`src/rtl/riscv_pkg.sv`:
```
// Shared types and helpers for the EX operand forwarding controller.
// Holds mux select codes, the stage tag bundle and tag match helpers.
package riscv_pkg;

    localparam int REGW_DEF = 5;

    localparam logic [1:0] FWD_REG = 2'b00;
    localparam logic [1:0] FWD_MEM = 2'b01;
    localparam logic [1:0] FWD_WB  = 2'b10;

    typedef struct packed {
        logic                valid;
        logic [REGW_DEF-1:0] rs1;
        logic [REGW_DEF-1:0] rs2;
        logic                use_rs1;
        logic                use_rs2;
        logic [REGW_DEF-1:0] rd;
        logic                regwrite;
        logic                memread;
    } stage_tag_t;

    // x0 is hardwired zero, so it never counts as a producer.
    function automatic logic writes_reg(
        input stage_tag_t          t,
        input logic [REGW_DEF-1:0] r
    );
        return t.valid & t.regwrite
             & (t.rd == r) & (r != '0);
    endfunction

    // MEM is checked first: it holds the younger value.
    function automatic logic [1:0] fwd_sel(
        input logic                used,
        input logic [REGW_DEF-1:0] rs,
        input stage_tag_t          mem,
        input stage_tag_t          wb
    );
        logic [1:0] sel;
        sel = FWD_REG;
        if (used) begin
            if (writes_reg(mem, rs))
                sel = FWD_MEM;
            else if (writes_reg(wb, rs))
                sel = FWD_WB;
        end
        return sel;
    endfunction

endpackage

```
`src/rtl/stage_tag_reg.sv`:
```
// One pipeline tag slot with async active-low clear and bubble insert.
// Ports: clk, rst_n, bubble (load invalid tag), d (next tag), q (slot).
module stage_tag_reg
    import riscv_pkg::*;
(
    input  logic       clk,
    input  logic       rst_n,
    input  logic       bubble,
    input  stage_tag_t d,
    output stage_tag_t q
);

    always_ff @(posedge clk or negedge rst_n) begin
        if (!rst_n)
            q <= '0;
        else if (bubble)
            q <= '0;
        else
            q <= d;
    end

endmodule

```
`src/rtl/operand_forward_ctrl.sv`:
```
// Forwarding select and load-use stall control for the EX operand muxes.
// Ports: ID tag inputs, ex_flush; fwd_a_sel/fwd_b_sel, stall, stall_cnt.
module operand_forward_ctrl
    import riscv_pkg::*;
#(
    parameter int XLEN = 32,
    parameter int REGW = REGW_DEF
) (
    input  logic            clk,
    input  logic            rst_n,
    input  logic            id_valid,
    input  logic [REGW-1:0] id_rs1,
    input  logic [REGW-1:0] id_rs2,
    input  logic            id_use_rs1,
    input  logic            id_use_rs2,
    input  logic [REGW-1:0] id_rd,
    input  logic            id_regwrite,
    input  logic            id_memread,
    input  logic            ex_flush,
    output logic [1:0]      fwd_a_sel,
    output logic [1:0]      fwd_b_sel,
    output logic            stall,
    output logic [XLEN-1:0] stall_cnt
);

    stage_tag_t id_tag;
    stage_tag_t ex_q;
    stage_tag_t mem_q;
    stage_tag_t wb_q;
    logic       ex_bubble;
    logic       hazard;
    logic       dep_rs1;
    logic       dep_rs2;

    always_comb begin
        id_tag          = '0;
        id_tag.valid    = id_valid;
        id_tag.rs1      = id_rs1;
        id_tag.rs2      = id_rs2;
        id_tag.use_rs1  = id_use_rs1;
        id_tag.use_rs2  = id_use_rs2;
        id_tag.rd       = id_rd;
        id_tag.regwrite = id_regwrite;
        id_tag.memread  = id_memread;
    end

    assign ex_bubble = ~id_valid | stall | ex_flush;

    stage_tag_reg u_ex (
        .clk    (clk),
        .rst_n  (rst_n),
        .bubble (ex_bubble),
        .d      (id_tag),
        .q      (ex_q)
    );

    stage_tag_reg u_mem (
        .clk    (clk),
        .rst_n  (rst_n),
        .bubble (1'b0),
        .d      (ex_q),
        .q      (mem_q)
    );

    stage_tag_reg u_wb (
        .clk    (clk),
        .rst_n  (rst_n),
        .bubble (1'b0),
        .d      (mem_q),
        .q      (wb_q)
    );

    assign fwd_a_sel = fwd_sel(
        ex_q.valid & ex_q.use_rs1,
        ex_q.rs1, mem_q, wb_q);

    assign fwd_b_sel = fwd_sel(
        ex_q.valid & ex_q.use_rs2,
        ex_q.rs2, mem_q, wb_q);

    assign dep_rs1 = id_use_rs1 & (id_rs1 == ex_q.rd);
    assign dep_rs2 = id_use_rs2 & (id_rs2 == ex_q.rd);

    assign hazard = id_valid
                  & ex_q.valid
                  & ex_q.memread
                  & (ex_q.rd != '0)
                  & (dep_rs1 | dep_rs2);

    // A squashed instruction must not hold the front end.
    assign stall = hazard & ~ex_flush;

    always_ff @(posedge clk or negedge rst_n) begin
        if (!rst_n)
            stall_cnt <= '0;
        else if (stall && (stall_cnt != '1))
            stall_cnt <= stall_cnt + 1'b1;
    end

endmodule
```
`config.mk`:
```
export PLATFORM = sky130hd
export DESIGN_NAME = operand_forward_ctrl
export DESIGN_NICKNAME = d
export VERILOG_FILES = /design/src/rtl/riscv_pkg.sv /design/src/rtl/stage_tag_reg.sv /design/src/rtl/operand_forward_ctrl.sv
export SDC_FILE = /design/constraint.sdc
export NUM_CORES = 1
export LEC_CHECK = 0
export BUFFER_PORTS_ARGS = -buffer_cell sky130_fd_sc_hd__buf_2
export CORE_UTILIZATION = 55
export CTS_CLUSTER_DIAMETER = 120
export DETAILED_ROUTE_END_ITERATION = 10
export PLACE_DENSITY = 0.82
export SLEW_MARGIN = 20
export SYNTH_ARGS = -nofsm -noshare
export SYNTH_HDL_FRONTEND = slang
export SYNTH_SLANG_ARGS = --single-unit
export TNS_END_PERCENT = 10
```
`constraint.sdc`:
```
create_clock -name clk -period 2.73 [get_ports clk]
set_input_delay 0.4095 -clock clk [delete_from_list [all_inputs] [get_ports clk]]
set_output_delay 0.4095 -clock clk [all_outputs]
set_load 0.02 [all_outputs]
```
==> flow_metrics.py <==
metrics = {
    "run_status": {
        "status": "finished, final reports clean",
    },
    "synthesis": {
        "syn_avg_cell_area_sq_um": 11.3,
        "synth_flop_cell": "dfrtp_1",
        "yosysWarnings": 0,
        "synth_cell_types": 33,
        "async_flop_share_pct": 100,
        "synth_edf_count": 0,
        "syn-num-nets": 295,
        "synth_most_common_cell": "dfrtp_1",
        "ys_ff_latch": 66,
        "netlist_area_sq_um": 3060,
        "synth_top_area_share_pct": 54.0,
        "synthTopCellsByArea": "dfrtp_1 54%, xnor2_1 8.9%, xor2_1 8.6%",
        "synthCells": 271,
        "synth.top_cells.by_count": "66 x dfrtp_1, 31 x xnor2_1, 30 x xor2_1",
        "synth_top_area_cell": "dfrtp_1",
        "ys_seq_area_share_pct": 54.0,
    },
    "setup_path": {
        "crit_fanout": 20,
        "endpoint_kind": "primary output",
        "cp-start-kind": "flip-flop",
        "required_ns": 2.32,
        "crit_type": "reg -> out",
        "cp.arrival_ns": 2.07,
    },
    "clock_tree": {
        "tritoncts": "yes",
        "cts_sinks": 66,
        "h-tree-depth": 3,
        "cts_hold_buf": 0,
        "clk_pin_slew_ns": 0.06,
        "clockBufferDepth": 2,
        "insertion_delay_ns": 0.34,
        "cts_buffers": 9,
        "cts_setup_buffers": 0,
        "cts_resized": 0,
        "cts_root_buffer": "clkbuf_8",
    },
    "final_layout": {
        "drive_above_1_share_pct": 26.5,
        "n_antenna_cell": 0,
        "nets": 360,
        "area_growth_pct": 19.3,
        "fin_cells": 410,
    },
    "grt": {
        "grt_pass1_vias": 2268,
        "grt_pass1_wl_um": 10600,
        "track_usage_pct": 23.9,
        "overflow": 0,
        "grt_max_degree": 67,
        "antenna_found_initial": 0,
    },
    "routing": {
        "num_vias": 2268,
        "drt_iter0_drc": 238,
        "ant_nets": 0,
        "drc": 0,
        "drt_wl_total_um": 6180,
        "avgRoutedWirePerCell_um": 15.1,
        "firstDrtPassIters": 4,
        "viasPerCell": 5.53,
    },
    "timing": {
        "min_period_ns": 2.48,
        "drv_slew": 0,
        "max_freq_mhz": 404,
        "fin_hold_ws_ns": 0.237,
        "relSlewSlack_pct": 47.6,
        "finalHoldViolCount": 0,
        "skew_ns": 0.00722,
        "setup_viol_count_final": 0,
        "period_share_pct": 90.8,
        "setup_slack_ns": 0.252,
        "tns_ns": 0,
        "worst_slew_pin_slew_ns": 0.787,
        "rsz0062_at_grt": "false",
    },
    "floorplanning": {
        "die_area_sq_um": 5860,
        "die_w_um": 76.6,
        "die_y_um": 76.6,
        "rows": 26,
        "start_util_pct": 58.4,
        "ios": 60,
        "core_sq_um": 5240,
    },
    "power_and_ir_drop": {
        "ir_worst_vdd_mv": 0.412,
        "p_leak_nw": 1.93,
        "p_total_mw": 1.96,
        "power_density_nw_per_um2": 536,
    },
    "placement": {
        "hpwl_um": 4390,
        "io_buffers": 59,
        "dp_cells": 395,
        "gp_congestion": 0.822,
        "pre_cts_ws_ns": 0.474,
    },
    "hold_path": {
        "hp-class": "in -> async",
    },
    "run": {
        "drv_cap": 0,
    },
}
-- registers in the layout, indices dropped and copies added (netlist names) --
name,count
u_wb.q,7
u_ex.q,20
stall_cnt,32
u_mem.q,7
-- kinds of logic after synthesis --
logic type,after synthesis,share of synthesized area (%)
XOR/XNOR,61,17.5
AND/OR/NAND/NOR,127,25.0
flip-flops,66,54.0
multiplexers,1,0.368
adder cells (fa/ha/maj),1,0.409
AO/OA/AOI/OAI,2,0.614
buffers and inverters,13,2.17
-- critical path: stages, from the launching register on --
cell and delay [ns]:
dfrtp_1 0.44, or4_1 0.59, o211ai_4 0.46, inv_1 0.07, buf_2 0.17
-- stage by stage --
| step | instance area (sq um) | utilization, % |
|---|---|---|
| after floorplan | 3060 | - |
| final | 3650 | 69.7 |
| after detailed placement | 3450 | 65.8 |
| after global routing | 3650 | 69.7 |
| after CTS | 3650 | 69.7 |
| after global placement | 3450 | 65.8 |
-- power breakdown --
part / internal, mW / switching [mW] / total [mW]
logic: 0.0491 / 0.0501 / 0.0992
clock network: 0.490 / 0.347 / 0.837
registers: 0.998 / 0.0214 / 1.02
-- layout make-up --
class,instances,area [sq um]
well taps,70,87.6
clock buffers,13,169
clock inverters,2,35.0
repair buffers,64,345
flip-flops and latches,66,1650
multi-input cells,192,1350
inverters,3,11.3
fillers,374,1590
-- path summary, 6_finish.rpt --
kind	start	endpoint	slack, ns	depth (start not counted)
worst max register to register	stall_cnt[0]	stall_cnt[29]	0.45	7
worst min register to register	u_ex.q[1]	u_mem.q[1]	0.35	0
worst max-delay path	u_ex.q[2]	stall	0.25	4
max in group asynchronous	rst_n	stall_cnt[27]	1.98	2
min in group clk	id_rd[1]	u_ex.q[3]	0.29	2
worst min-delay path	rst_n	u_ex.q[5]	0.24	2
-- cells in the final DEF, fill, tap and decap left out, types with 4 or more instances in the layout --
cell type / synthesis / routed
and3_1: 23 / 23
buf_2: 3 / 59
buf_4: 1 / 4
clkbuf_8: 1 / 12
dfrtp_1: 66 / 66
nand2_1: 19 / 19
nand3_1: 13 / 13
nand4_1: 15 / 15
nor2_1: 9 / 9
nor3_1: 14 / 14
nor4_1: 14 / 14
xnor2_1: 31 / 31
xor2_1: 30 / 30
-- routing by layer --
| layer | routed length, um | GRT usage (%) |
|---|---|---|
| met1 | 2720 | 29.6 |
| met2 | 3020 | 38.2 |
| met3 | 269 | 4.79 |
| met4 | 173 | 15.6 |
| met5 | 0 | 0 |
No activity file was read; power rests on OpenSTA's default activity.
